File: config.mk
export PLATFORM = sky130hd
export DESIGN_NAME = sand_sweep_ctrl
export DESIGN_NICKNAME = d
export VERILOG_FILES = /design/src/rtl/sand_sweep_ctrl.sv
export SDC_FILE = /design/constraint.sdc
export NUM_CORES = 1
export LEC_CHECK = 0
export BUFFER_PORTS_ARGS = -buffer_cell sky130_fd_sc_hd__buf_2
export CELL_PAD_IN_SITES_DETAIL_PLACEMENT = 1
export CELL_PAD_IN_SITES_GLOBAL_PLACEMENT = 1
export CORE_ASPECT_RATIO = 0.8
export CORE_MARGIN = 8
export CORE_UTILIZATION = 43
export CTS_CLUSTER_DIAMETER = 60
export DETAILED_ROUTE_END_ITERATION = 8
export GPL_TIMING_DRIVEN = 1
export PLACE_DENSITY = 0.78
export RECOVER_POWER = 100
export SYNTH_ARGS = -nofsm -noshare
export SYNTH_HDL_FRONTEND = slang
export SYNTH_SLANG_ARGS = --single-unit
File: constraint.sdc
create_clock -name clk -period 2.4 [get_ports clk]
set_input_delay 0.24 -clock clk [delete_from_list [all_inputs] [get_ports clk]]
set_output_delay 0.24 -clock clk [all_outputs]
set_load 0.03 [all_outputs]
File: src/rtl/sand_sweep_ctrl.sv
// Sweep/clear sequencer for the double-buffered sandpile tile RAM.
// Optional macro SAND_SWEEP_LIMIT_EN stops a run after MAX_SWEEPS changing passes.
module sand_sweep_ctrl #(
    parameter int ROWS       = 128,
    parameter int COLS       = 128,
    parameter int ROWS_TILE  = 4,
    parameter int COLS_TILE  = 4,
    parameter int NUM_TILES  = (ROWS / ROWS_TILE) * (COLS / COLS_TILE),
    parameter int MAX_SWEEPS = 1000
) (
    input  logic        clk,
    input  logic        rst_n,
    input  logic        start,
    input  logic        clear_req,
    input  logic        abort,
    input  logic        comp_done,
    input  logic        tile_changed,
    output logic        comp_start,
    output logic [9:0]  tile_addr,
    output logic        read_tile,
    output logic        write_tile,
    output logic        reset_tile,
    output logic        read_ram_a,
    output logic        busy,
    output logic        done,
    output logic        stable,
    output logic [15:0] sweep_count
);

`ifdef SAND_SWEEP_LIMIT_EN
    localparam bit LIMIT_EN = 1'b1;
`else
    localparam bit LIMIT_EN = 1'b0;
`endif

    localparam logic [9:0]  LAST_TILE = 10'(NUM_TILES - 1);
    localparam logic [15:0] SWEEP_MAX = 16'(MAX_SWEEPS);

    typedef enum logic [2:0] {
        S_IDLE, S_CLR, S_READ, S_LATCH, S_COMPUTE, S_WRITE, S_SWEEP_END
    } state_t;

    state_t      state_q;
    logic [9:0]  addr_q;
    logic [15:0] count_q;
    logic [15:0] count_d;
    logic        changed_q;
    logic        clr_pass_q;
    logic        limit_hit_d;
    logic        comp_start_q, read_q, write_q, reset_q;
    logic        rama_q, busy_q, done_q, stable_q;

    // Saturating pass count and the sweep-budget stop condition.
    always_comb begin
        count_d     = count_q;
        limit_hit_d = 1'b0;
        if (count_q != 16'hFFFF) begin
            count_d = count_q + 16'd1;
        end else begin
            count_d = count_q;
        end
        if (LIMIT_EN && (count_d == SWEEP_MAX) && changed_q) begin
            limit_hit_d = 1'b1;
        end else begin
            limit_hit_d = 1'b0;
        end
    end

    // Controller FSM; every output is a register updated on the state transition.
    always_ff @(posedge clk or negedge rst_n) begin
        if (!rst_n) begin
            state_q      <= S_IDLE;
            addr_q       <= 10'd0;
            count_q      <= 16'd0;
            changed_q    <= 1'b0;
            clr_pass_q   <= 1'b0;
            comp_start_q <= 1'b0;
            read_q       <= 1'b0;
            write_q      <= 1'b0;
            reset_q      <= 1'b0;
            rama_q       <= 1'b1;
            busy_q       <= 1'b0;
            done_q       <= 1'b0;
            stable_q     <= 1'b0;
        end else begin
            comp_start_q <= 1'b0;
            read_q       <= 1'b0;
            write_q      <= 1'b0;
            reset_q      <= 1'b0;
            done_q       <= 1'b0;
            if (abort && (state_q != S_IDLE)) begin
                state_q <= S_IDLE;
                addr_q  <= 10'd0;
                busy_q  <= 1'b0;
                done_q  <= 1'b1;
            end else begin
                case (state_q)
                    S_IDLE: begin
                        if (clear_req) begin
                            state_q    <= S_CLR;
                            addr_q     <= 10'd0;
                            clr_pass_q <= 1'b0;
                            busy_q     <= 1'b1;
                            reset_q    <= 1'b1;
                        end else if (start) begin
                            state_q   <= S_READ;
                            addr_q    <= 10'd0;
                            count_q   <= 16'd0;
                            stable_q  <= 1'b0;
                            changed_q <= 1'b0;
                            busy_q    <= 1'b1;
                            read_q    <= 1'b1;
                        end else begin
                            state_q <= S_IDLE;
                        end
                    end
                    S_CLR: begin
                        if (addr_q == LAST_TILE) begin
                            // Flip banks so the second pass clears the other one.
                            rama_q <= ~rama_q;
                            addr_q <= 10'd0;
                            if (clr_pass_q) begin
                                state_q  <= S_IDLE;
                                busy_q   <= 1'b0;
                                done_q   <= 1'b1;
                                stable_q <= 1'b0;
                            end else begin
                                clr_pass_q <= 1'b1;
                                reset_q    <= 1'b1;
                            end
                        end else begin
                            addr_q  <= addr_q + 10'd1;
                            reset_q <= 1'b1;
                        end
                    end
                    S_READ: begin
                        // Keep the read strobe up so the RAM output mux stays open.
                        state_q      <= S_LATCH;
                        read_q       <= 1'b1;
                        comp_start_q <= 1'b1;
                    end
                    S_LATCH: begin
                        state_q <= S_COMPUTE;
                    end
                    S_COMPUTE: begin
                        if (comp_done) begin
                            changed_q <= changed_q | tile_changed;
                            state_q   <= S_WRITE;
                            write_q   <= 1'b1;
                        end else begin
                            state_q <= S_COMPUTE;
                        end
                    end
                    S_WRITE: begin
                        if (addr_q == LAST_TILE) begin
                            state_q <= S_SWEEP_END;
                        end else begin
                            addr_q  <= addr_q + 10'd1;
                            state_q <= S_READ;
                            read_q  <= 1'b1;
                        end
                    end
                    S_SWEEP_END: begin
                        count_q <= count_d;
                        if (limit_hit_d) begin
                            rama_q   <= ~rama_q;
                            stable_q <= 1'b0;
                            addr_q   <= 10'd0;
                            state_q  <= S_IDLE;
                            busy_q   <= 1'b0;
                            done_q   <= 1'b1;
                        end else if (changed_q) begin
                            rama_q    <= ~rama_q;
                            changed_q <= 1'b0;
                            addr_q    <= 10'd0;
                            state_q   <= S_READ;
                            read_q    <= 1'b1;
                        end else begin
                            stable_q <= 1'b1;
                            addr_q   <= 10'd0;
                            state_q  <= S_IDLE;
                            busy_q   <= 1'b0;
                            done_q   <= 1'b1;
                        end
                    end
                    default: begin
                        state_q <= S_IDLE;
                        addr_q  <= 10'd0;
                        busy_q  <= 1'b0;
                    end
                endcase
            end
        end
    end

    assign comp_start  = comp_start_q;
    assign tile_addr   = addr_q;
    assign read_tile   = read_q;
    assign write_tile  = write_q;
    assign reset_tile  = reset_q;
    assign read_ram_a  = rama_q;
    assign busy        = busy_q;
    assign done        = done_q;
    assign stable      = stable_q;
    assign sweep_count = count_q;

endmodule

Yosys cells after proc, flatten, opt, wreduce, memory -nomap -nowiden
Cells that the tools add are included.
Widths: inputs -> output; s select.
{"block": "op_classes", "n_addsub": 2, "n_bitwise": 3, "eq_ne": 24, "reduce_logical": 18, "mux": 59}
{"op": "$mux 10", "count": 5}
{"op": "$mux 16", "count": 3}
{"op": "$pmux 10 s4", "count": 1}
{"op": "$mux 1", "count": 33}
{"op": "$pmux 16 s2", "count": 1}
{"op": "$pmux 3 s7", "count": 1}
{"op": "$ne 2x2->1 const B", "count": 9}
{"op": "$add 16x1->16 const B", "count": 1}
{"op": "$ne 16x16->1 const B", "count": 1}
{"op": "$reduce_and 5->1", "count": 3}
{"op": "$mux 3", "count": 4}
{"op": "$ne 3x3->1 const B", "count": 4}
{"op": "$add 10x1->10 const B", "count": 1}
{"op": "$eq 10x10->1 const B", "count": 1}
{"op": "$eq 3x3->1 const B", "count": 3}
{"op": "$reduce_bool 3->1", "count": 3}
{"op": "$pmux 1 s2", "count": 4}
{"op": "$pmux 1 s4", "count": 2}
{"op": "$reduce_and 4->1", "count": 2}
{"op": "$reduce_and 7->1", "count": 1}
{"op": "$eq 3x2->1 const B", "count": 2}
{"op": "$mux 2", "count": 3}
{"op": "$pmux 1 s3", "count": 2}
{"op": "$reduce_bool 2->1", "count": 3}
{"op": "other kinds (11)", "count": 13}
{"block": "word_totals", "inputBits": 7, "out_inout_bits": 34, "wordCells": 119, "ff_bits": 39}

Depth between registers and ports, before layout
Gate-level depths: netlist (run 1).
{"block": "logic_depth", "depth_word": 4, "ltp_mapped": 6, "mapped_depth_nobuf": 5}

Worst setup path before layout (run 1)
OpenSTA, ideal clock, no wires.
{"block": "synth_timing", "path_kind": "flip-flop to flip-flop", "from": "register addr_q[0] (netlist: tile_addr[0])", "to": "register addr_q[0] (netlist: tile_addr[0])", "n_path_buf": 1, "t_required_ns": 2.272, "synth_period_minus_slack_ns": 2.029, "path_stages_with_launch": 7, "slack_ns": 0.371, "setup_time_ns": 0.128, "t_arrival_ns": 1.901, "cell_sequence": "dfrtp_1 ha_1 and3_1 clkbuf_1 a311oi_4 nor2_1 mux2_1"}
{"block": "synth_via", "elab_chain_cells": 4, "word_cells_on_any_way": 8, "classes_between": "1 x add/sub; 2 x eq/ne; 4 x mux; 1 x reduce/logical"}
{"item": "start: declaration", "line": "44", "rtl": "logic [9:0] addr_q;"}
{"item": "start signal: assignment", "line": "132", "rtl": "addr_q <= addr_q + 10'd1;"}
{"item": "start signal: assignment", "line": "158", "rtl": "addr_q <= addr_q + 10'd1;"}
{"item": "$add 10x1->10 / $eq 10x10->1 (equally long branches)"}
{"item": "$mux 10, on equally long branches", "line": "155, 118"}
{"item": "$pmux 10 s4", "line": "97", "rtl": "case (state_q)"}
{"item": "$mux 10", "line": "91", "rtl": "if (abort && (state_q != S_IDLE)) begin"}
Parallel ways exist; a longest one is shown, timed or not. The select of a mux whose other input is x is not followed.
A chain may end at the register's enable or synchronous reset.

Worst setup path after layout (run 1)
{"block": "layout_timing", "from": "register state_q[2]", "to": "register addr_q[4] (netlist: tile_addr[4])"}
{"block": "layout_via", "elab_chain_cells": 4, "word_cells_on_any_way": 15, "classes_between": "8 x eq/ne; 2 x mux; 5 x reduce/logical"}
{"item": "start: declaration", "line": "43", "rtl": "state_t state_q;"}
{"item": "start signal: assignment", "line": "72", "rtl": "state_q <= S_IDLE;"}
{"item": "start signal: assignment", "line": "92", "rtl": "state_q <= S_IDLE;"}
{"item": "start signal: assignment", "line": "100", "rtl": "state_q <= S_CLR;"}
{"item": "$eq 3x3->1, or another cell as far along", "line": "97"}
{"item": "$reduce_or 3->1 (no line) / $logic_and 1x1->1 (equally long branches)"}
{"item": "$pmux 10 s4, or another cell as far along", "line": "97"}
{"item": "$mux 10 / $reduce_and 3->1 (equally long branches)"}
Parallel ways exist; a longest one is shown, timed or not.

==> results.md, run 1 <==
- Register area share after synthesis: 0.4128
- Vias in the first global route: 2212
- Critical Path RT: 2.63 ns
- Initial antenna violation count: 0
- Mux cell area share after synthesis: 0.05708
- CP delay by family, top: simple AND/OR/NAND/NOR gates
- Slew Limit Fails: 40
- Worst-Margin Slew: 2.176 ns
- Critical path class: flop to flop
- Mapped Avg Cell Area: 9.469 sq um
- Final nets: 303
- Final setup viols: 0
- Fin Setup TNS: 0 ns
- CTS clk-pin slew, worst paths: 0.09 ns
- Crit end category: flop
- CTS tree: done
- GP Congestion: 0.7981
- Post-synth top flop: dfrtp_1
- WHS: 0.1839 ns
- #FFs+latches synth: 39
- Int Pwr: 1.310 mW
- GRT overflow: 0
- F_max: 461.7 MHz
- First-pass GRT wire length: 11.54 mm
- Clk_skew: 0.009718 ns
- Fin crit period: 2.166 ns
- Worst hold path type: input pin to flop
- Routed wire per std cell: 19.25 um
- Vias: 2247
- Startpoint Class: flop
- P&R area growth vs syn: 14.75%
- Post-DR vias/cell: 6.242
- Core area: 0.005375 sq mm
- GRT Total Usage: 0.1776
- Slowest-stage cell, CP: clkbuf_1
- Worst slack, placed: 0.3725 ns
- Leak pwr: 1.147 nW
- RSZ-0062 raised after global routing: false
- Antenna cells: 0
- Clock Path Buffers: 2
- Synth async-reset ratio: 1.000
- Final Power: 2.124 mW
- Crit-path max FO: 16
- Compound-Gate Fraction of Synth Area: 0.1934
- CTS Hold Buffers Added: 0
- Antenna Nets Post-Route: 0
- Failing checks: capacitance limit, slew limit
- CTS Buf Count: 5
- Max reg flops: 16
- Arr. time, crit path: 2.40 ns
- Post-DP HPWL: 5.004 mm
- Critical path depth: 5
- CP Buf/Inv Count: 1
- Final WS setup: 0.2339 ns
- Synth top area cells: dfrtp_1 (40%), mux2i_1 (3.8%), nand2_1 (3.8%), nand2b_1 (3.4%), nand3_1 (2.7%)
- Max_slew headroom: -0.4506
- Clock Tree Root: clkbuf_8
- Row Count: 24
- Share of the synthesized area in the top cell type: 0.4017
- Path depth of the worst reg2reg path: 5
- Clk_lat worst skew: 0.30 ns
- DIE HEIGHT: 82.37 um
- Sw power: 0.8140 mW
- Final Cycle Share: 0.9025
- Combinational fraction of design power: 0.342
- Post-synthesis xor/xnor area fraction: 0.003700
- Largest family of logic cells by synthesized area: simple AND/OR/NAND/NOR gates
- Post-synth top cells: dfrtp_1 (38), nand2_1 (24), nand2b_1 (13), nand3_1 (13)
- Top-Level Pins: 41
- Post-CTS setup buffers: 0
- Status: finished with violations
- Worst vdd ir: 0.5854 mV
- Hold depth: 3
- Sink Count: 39
- Port bufs: 40
- Multi-input logic area: 0.001318 sq mm
- Die Width: 98.96 um
- Post-CTS sizing: 0
- Die area: 0.008150 sq mm
- Clock share of power: 0.275
- First-pass DRT Iterations: 5
- Synth Instances: 250
- Net Count, Synth: 259
- Ys Warns: 0
- Synth area leader: dfrtp_1
- Most common cell in the netlist: dfrtp_1
- Simple-gate share of the synthesized area: 0.2944
- Largest net degree at the start of global routing: 40
- Fillcell total: 656
- Worst-path cell chain: clkbuf_1 > nand2b_1 > nor4_4 > nor2_1 > a22o_1
- Final hold viol count: 0
- DRC Markers: 0
- Starting Density: 0.4404
- Flop pwr share: 0.383
- Drt total wl: 6.930 mm
- Switching fraction of total power: 0.3833
- Share of layout cells above drive strength 1: 0.1017
- Cell Area, Synth: 0.002367 sq mm
- Max incr delay on CP: 0.60 ns
- Initial DRC count: 132
- CTS H-tree lvls: 2
- Number of synthesized flops with an enable pin: 0
- Storage cell area: 977.2 sq um
- Max Cap Viol: 1
- Distinct cell type count after synthesis: 56
- Power per cell area: 781.8 mW/mm^2
- Synth Area in Adders: 0.01057
[stage by stage]
step	cell area (sq um)	utilization	std cells
after CTS	2779	0.5170	360
after global routing	2716	0.5054	360
after detailed placement	2661	0.4951	352
after floorplan	2367	-	250
after global placement	2661	0.4951	352
final	2716	0.5054	360
[worst register-to-register path: cells and delay by family (launching register included)]
| kind | cells | cell delay [ns] |
|---|---|---|
| DFF | 1 | 0.54 |
| and+or+nand+nor | 3 | 0.74 |
| buffers and inverters | 1 | 0.60 |
| AOI/OAI and AO/OA | 1 | 0.21 |
[per-layer routing]
metal,routed length (um),GRT usage,vias to the layer above
met4,54,0.04733,0
li1,-,-,1049
met2,3129,0.2692,43
met5,0,0,-
met3,311,0.04020,5
met1,3434,0.2499,1150
[kinds of logic (layout without fill, tap and decap cells)]
group | count (synthesis) | after routing
adder cells (fa/ha/maj) | 2 | 2
XOR/XNOR | 1 | 1
AND/OR/NAND/NOR | 119 | 119
flip-flops | 39 | 39
AO/OA/AOI/OAI | 60 | 60
multiplexers | 13 | 13
buffers and inverters | 16 | 61
[worst paths after layout]
path | slack, ns | startpoint | to
setup / recovery | 0.23 | state_q[2]$_DFFE_PN0P_ | tile_addr[4]$_DFFE_PN0P_
setup reg to reg | 0.23 | state_q[2]$_DFFE_PN0P_ | tile_addr[4]$_DFFE_PN0P_
min in group asynchronous | 0.58 | rst_n | tile_addr[7]$_DFFE_PN0P_
max in group asynchronous | 0.58 | rst_n | read_tile$_DFF_PN0_
hold reg to reg | 0.49 | busy$_DFFE_PN0P_ | busy$_DFFE_PN0P_
hold / removal | 0.18 | tile_changed | changed_q$_DFFE_PN0P_
[power groups by stage]
stage / Sequential, mW / Combinational (mW) / Clock (mW)
after detailed placement: 0.821 / 0.752 / 0
after global routing: 0.826 / 0.797 / 0.621
after global placement: 0.818 / 0.736 / 0
after floorplan: 0.864 / 0.470 / 0
final: 0.813 / 0.727 / 0.584
after CTS: 0.812 / 0.755 / 0.604
[cells in the final DEF, fill, tap and decap left out, types with 6 or more instances in the layout]
cell and n:
clkbuf_1 37, nor4_1 7, nand2b_1 13, a22o_1 7
nor2b_1 6, nor2_1 12, a21oi_1 12, mux2i_1 9
nand2_1 24, nor3_1 12, o32ai_1 6, clkbuf_8 6
and3_1 8, nand3_1 13, dfrtp_1 38
[layout make-up]
class | count | share of cell area
Timing Repair Buffer | 48 | 0.07508
Tap cell | 65 | 0.02994
Sequential cell | 39 | 0.3597
Inverter | 5 | 0.006909
Clock inverter | 2 | 0.01290
Multi-Input combinational cell | 195 | 0.4850
Clock buffer | 6 | 0.03040
(Power assumes the default switching activity.)
==> run 2, diff against run 1 <==
--- a/config.mk
+++ b/config.mk
@@ -18,2 +18,3 @@
 export RECOVER_POWER = 100
+export SLEW_MARGIN = 20
 export SYNTH_ARGS = -nofsm -noshare
==> constraint.sdc (replaced) <==
create_clock -name clk -period 2.4 [get_ports clk]
set_input_delay 0.12 -clock clk [delete_from_list [all_inputs] [get_ports clk]]
set_output_delay 0.12 -clock clk [all_outputs]
set_load 0.03 [all_outputs]
==> run 2 against run 1 <==
  * The flow now finishes without violations
  * Routed wire length rose by 0.17%
  * Die area did not move
  * Final cell count rose by 0.28%
  * Fmax fell by 0.31%
  * Critical path depth did not move
  * Sequential share of layout area fell by 0.15 points
  * Worst setup slack got worse by 0.0068 ns
  * Cell area rose by 0.41%
  * Register-to-register slack barely moved
  * Non-clock buffer count rose by 1
  * Count of clock-buffer cells in the layout did not move
  * Critical endpoint unchanged
==> results.md, run 2 (synthesis gave the netlist of run 1 again) <==
- GRT Total Usage: 0.1776 (unchanged)
- Antenna cells: 0 (unchanged)
- CP delay by family, top: simple AND/OR/NAND/NOR gates
- Starting Density: 0.4404 (unchanged)
- Critical Path RT: 2.63 ns (about the same)
- Final Power: 2.124 mW (about the same)
- Slew Limit Fails: 0 (-100%)
- CTS Buf Count: 5 (unchanged)
- Initial antenna violation count: 0 (unchanged)
- Post-CTS sizing: 0 (unchanged)
- Final WS setup: 0.2271 ns (-0.006837 ns)
- Fin Setup TNS: 0 ns (unchanged)
- Max reg flops: 16 (unchanged)
- Final core occ: 0.5074 (+0.002095)
- Clk_lat worst skew: 0.30 ns (about the same)
- Largest net degree at the start of global routing: 40 (unchanged)
- Fin crit period: 2.173 ns (+0.006837 ns)
- RSZ-0062 raised after global routing: false
- Vias in the first global route: 2212 (unchanged)
- Clock Path Buffers: 2 (unchanged)
- GRT overflow: 0 (unchanged)
- Drt total wl: 6.942 mm (+0.17%)
- Crit-path max FO: 16 (unchanged)
- CTS clk-pin slew, worst paths: 0.09 ns (about the same)
- F_max: 460.2 MHz (-0.31%)
- Routed wire per std cell: 19.23 um (-0.10%)
- Worst vdd ir: 0.5864 mV (+0.17%)
- Final nets: 304 (+0.33%)
- First-pass DRT Iterations: 4 (-1)
- Crit end category: flop
- Post-DR vias/cell: 6.191 (-0.81%)
- Antenna Nets Post-Route: 0 (unchanged)
- GP Congestion: 0.7981 (unchanged)
- Most common cell after layout, fill and taps aside: dfrtp_1
- Max incr delay on CP: 0.61 ns (about the same)
- Sink Count: 39 (unchanged)
- Leak pwr: 1.154 nW (+0.62%)
- Die area: 0.008150 sq mm (unchanged)
- Status: completed
- Top-Level Pins: 41 (unchanged)
- Worst-path cell chain: clkbuf_1 > nand2b_1 > nor4_4 > nor2_1 > a22o_1
- CTS tree: done
- Clk_skew: 0.009780 ns (+0.00006264 ns)
- Final hold viol count: 0 (unchanged)
- CP Buf/Inv Count: 1 (unchanged)
- Port bufs: 40 (unchanged)
- Worst-Margin Slew: 1.010 ns (-1.166 ns)
- P&R area growth vs syn: 15.22%
- Critical path class: flop to flop
- Max Cap Viol: 0 (-1)
- Final Cycle Share: 0.9054 (+0.002849)
- DIE HEIGHT: 82.37 um (unchanged)
- Worst hold path type: input pin to flop
- Power per cell area: 778.9 mW/mm^2 (-0.37%)
- Worst slack, placed: 0.3725 ns (unchanged)
- Arr. time, crit path: 2.41 ns (about the same)
- Most frequent cells in the layout: dfrtp_1 (38), clkbuf_1 (36), nand2_1 (24), nand3_1 (13), nand2b_1 (13)
- Die Width: 98.96 um (unchanged)
- Final setup viols: 0 (unchanged)
- Share of layout cells above drive strength 1: 0.1047 (+0.003035)
- First-pass GRT wire length: 11.54 mm (unchanged)
- Slowest-stage cell, CP: clkbuf_1
- Fillcell total: 656 (unchanged)
- CTS H-tree lvls: 2 (unchanged)
- Startpoint Class: flop
- Row Count: 24 (unchanged)
- Vias: 2235 (-0.53%)
- DRC Markers: 0 (unchanged)
- Initial DRC count: 119 (-9.8%)
- Core area: 0.005375 sq mm (unchanged)
- Clock Tree Root: clkbuf_8
- Max_slew headroom: 0.3266 (+0.7772)
- Post-DP HPWL: 5.004 mm (unchanged)
## run 2: area by class of cell
| type | instances | area (sq um) | share of cell area |
|---|---|---|---|
| Clock inverter | 2 | 35.03 | 0.01284 |
| Tap cell | 65 | 81.33 | 0.02982 |
| Multi-Input combinational cell | 195 | 1318 | 0.4830 |
| Clock buffer | 6 | 82.58 | 0.03028 |
| Sequential cell | 39 | 977.2 | 0.3583 |
| Inverter | 5 | 18.77 | 0.006881 |
| Timing Repair Buffer | 49 | 215.2 | 0.07890 |
## run 2: worst reg2reg max path, cell delays in order, from the launching register on
cell,delay [ns]
dfrtp_1,0.54
clkbuf_1,0.61
nand2b_1,0.24
nor4_4,0.07
nor2_1,0.43
a22o_1,0.21
## run 2: timing repair
action                                 4_1_cts  5_1_grt
hold buffers                                 1        0
endpoints found under the hold margin       38        0
buffers inserted                             0        0
## run 2: layer usage
metal | share of wire | global-route usage | vias to the layer above
li1 | - | - | 1052
met1 | 0.50 | 0.2499 | 1142
met2 | 0.45 | 0.2692 | 36
met3 | 0.042 | 0.04020 | 5
met4 | 0.0078 | 0.04733 | 0
met5 | 0 | 0 | -
## run 2: worst paths after layout
| check | from | to | slack, ns | cells after the start |
|---|---|---|---|---|
| max | state_q[2]$_DFFE_PN0P_ | tile_addr[4]$_DFFE_PN0P_ | 0.23 | 5 |
| min | tile_changed | changed_q$_DFFE_PN0P_ | 0.07 | 3 |
| max reg2reg | state_q[2]$_DFFE_PN0P_ | tile_addr[4]$_DFFE_PN0P_ | 0.23 | 5 |
| min reg2reg | busy$_DFFE_PN0P_ | busy$_DFFE_PN0P_ | 0.49 | 1 |
| max in group asynchronous | rst_n | read_tile$_DFF_PN0_ | 1.24 | 2 |
| min in group asynchronous | rst_n | tile_addr[5]$_DFFE_PN0P_ | 0.52 | 2 |
## run 2: power breakdown
group          internal [mW]  switching [mW]  total, mW
Combinational          0.255           0.472      0.727
Sequential             0.719          0.0935      0.812
Clock                  0.337           0.249      0.585
## run 2: stage by stage
step	hold slack [ns]	std cells	instance area (sq um)
floorplan	-0.1756	250	2367
global placement	0.3011	352	2661
detailed placement	0.3065	352	2661
CTS	0.06075	361	2789
global route	0.07838	361	2728
finish	0.06502	361	2728
==> run 3, diff against run 2 <==
CORE_UTILIZATION = 46   (was 43)
PLACE_DENSITY = 0.83   (was 0.78)
clock period = 2.6 ns   (was 2.4 ns; I/O delays follow)
==> run 3 against run 2 <==
  * Via count decreased by 2.4%
  * Clock skew decreased by 0.0020 ns
  * Final cell count down 2.5%
  * Fmax is 5.4% lower
  * Worst setup slack improved by 0.075 ns
  * Sequential power shrank 5.5%
  * Largest cell class unchanged
  * Total power fell by 16%
  * Non-clock buffer count shrank 6
  * Core utilization rose by 2.1 points
==> results.md, run 3 (synthesis gave the netlist of run 1 again) <==
- Status: completed
- Sink Count: 39 (unchanged)
- Vias: 2182 (-2.4%)
- Clk_lat worst skew: 0.29 ns (about the same)
- Slew Limit Fails: 0 (unchanged)
- Worst vdd ir: 0.4895 mV (-17%)
- Share of layout cells above drive strength 1: 0.08276 (-0.02197)
- Design area: 0.002631 sq mm (-3.5%)
- Max_slew headroom: 0.3368 (+0.01015)
- Fin Setup TNS: 0 ns (unchanged)
- Final core occ: 0.5285 (+0.02108)
- Hold EP: changed_q$_DFFE_PN0P_
- Post-Place Cells: 343 (-2.6%)
- Worst-Margin Slew: 0.9949 ns (-0.01522 ns)
- Worst Hold Launch: tile_changed
- Post-DR vias/cell: 6.199 (+0.12%)
- CTS H-tree lvls: 2 (unchanged)
- Clock Path Buffers: 2 (unchanged)
- Initial antenna violation count: 0 (unchanged)
- Max Cap Viol: 0 (unchanged)
- GRT overflow: 0 (unchanged)
- CTS Buf Count: 5 (unchanged)
- Largest net degree at the start of global routing: 40 (unchanged)
- F_max: 435.2 MHz (-5.4%)
- Startpoint Class: flop
- Fin crit period: 2.298 ns (+0.1251 ns)
- RSZ-0062 raised after global routing: false
- Core area: 0.004979 sq mm (-7.4%)
- DIE HEIGHT: 80.17 um (-2.7%)
- CTS clk-pin slew, worst paths: 0.08 ns (about the same)
- Clk_skew: 0.007744 ns (-0.002036 ns)
- Final Cycle Share: 0.8839 (-0.02152)
- GR Util met3: 0.03818 (-0.002026)
- GRT busiest layer: met1
- DRC Markers: 0 (unchanged)
- Critical path class: flop to flop
- Most frequent cells in the layout: dfrtp_1 (38), clkbuf_1 (37), nand2_1 (24), nand3_1 (13), nand2b_1 (13)
- Worst hold path type: input pin to flop
- Non-Filler Instances: 352 (-2.5%)
- Crit end category: flop
- Row Count: 23 (-4.2%)
- First-pass DRT Iterations: 4 (unchanged)
- Final Power: 1.775 mW (-16%)
- CTS tree: done
- Starting Density: 0.4755 (+0.03509)
- Worst reg2reg path startpoint: state_q[2]$_DFFE_PN0P_
- Final nets: 298 (-2.0%)
- GP Congestion: 0.8041 (+0.75%)
- Path depth of the worst reg2reg path: 4 (-1)
- Met1 GRT Util: 0.2605 (+0.01061)
- Drt total wl: 6.467 mm (-6.8%)
- GR Util met2: 0.2446 (-0.02461)
- Routed wire per std cell: 18.37 um (-4.5%)
- R2R setup slack: 0.30 ns (+0.07 ns)
- Max reg flops: 16 (unchanged)
- Antenna cells: 0 (unchanged)
- Final hold viol count: 0 (unchanged)
- P&R area growth vs syn: 11.15%
- Most common cell after layout, fill and taps aside: dfrtp_1
- Arr. time, crit path: 2.48 ns (+0.07 ns)
- Leak pwr: 1.105 nW (-4.2%)
- Critical Path RT: 2.78 ns (+0.15 ns)
- Reg2reg end: sweep_count[0]$_DFFE_PN0P_
- Final setup viols: 0 (unchanged)
- GRT Total Usage: 0.1748 (-0.002790)
- Post-CTS sizing: 0 (unchanged)
- Crit-path max FO: 22 (+6)
- Die area: 0.007712 sq mm (-5.4%)
- Power per cell area: 674.7 mW/mm^2 (-13%)
- Vias in the first global route: 2137 (-3.4%)
- Die Width: 96.21 um (-2.8%)
- Antenna Nets Post-Route: 0 (unchanged)
- Cell Area, Placed: 0.002613 sq mm (-1.8%)
- Post-DP HPWL: 4.650 mm (-7.1%)
- Top-Level Pins: 41 (unchanged)
- Post-CTS setup buffers: 0 (unchanged)
- Initial DRC count: 132 (+11%)
- Port bufs: 40 (unchanged)
- Hold depth: 3 (unchanged)
- Clock Tree Root: clkbuf_8
- First-pass GRT wire length: 10.91 mm (-5.4%)
==> run 3: metrics by stage <==
stage	hold slack, ns	worst slack [ns]
floorplan	-0.1656	0.5715
global placement	0.3002	0.5071
detailed placement	0.3169	0.4151
CTS	0.08837	0.4011
global route	0.1102	0.1397
finish	0.09082	0.3020
==> run 3: how the worst max path moves through the flow <==
stage,start,to,depth (start not counted),slack (ns)
detailed placement,state_q[2]$_DFFE_PN0P_,sweep_count[0]$_DFFE_PN0P_,4,0.42
CTS,state_q[2]$_DFFE_PN0P_,sweep_count[0]$_DFFE_PN0P_,4,0.40
finish,state_q[2]$_DFFE_PN0P_,sweep_count[0]$_DFFE_PN0P_,4,0.30
floorplan,tile_addr[0]$_DFFE_PN0P_,tile_addr[0]$_DFFE_PN0P_,6,0.57
global placement,state_q[2]$_DFFE_PN0P_,sweep_count[0]$_DFFE_PN0P_,4,0.51
global route,state_q[2]$_DFFE_PN0P_,sweep_count[13]$_DFFE_PN0P_,4,0.14
==> run 3: layout make-up <==
type	instances	area [sq um]
fillers	629	2347
clock inverters	1	5.005
flip-flops and latches	39	977.2
repair buffers	43	178.9
clock buffers	7	76.32
multi-input cells	195	1297
well taps	62	77.57
inverters	5	18.77
==> run 3: power by group <==
group          leakage [nW]  internal (mW)  switching, mW
sequential            0.532          0.663          0.104
combinational         0.531          0.208          0.398
clock                0.0422          0.189          0.215
==> run 3: per-layer routing <==
metal	vias to the layer above	wire [um]
li1	1039	-
met1	1085	3290
met2	51	2767
met3	7	351
met4	0	57
met5	-	0
==> run 3: worst max-delay path: stages, from the launching register on <==
cell	delay [ns]
dfrtp_1	0.64
nor4b_2	0.57
o21ai_2	0.21
a21oi_1	0.40
mux2_1	0.36
==> run 3: timing repair <==
action	4_1_cts	5_1_grt
endpoints found under the setup margin	0	0
hold buffers	1	0
hold endpoints to repair	9	0
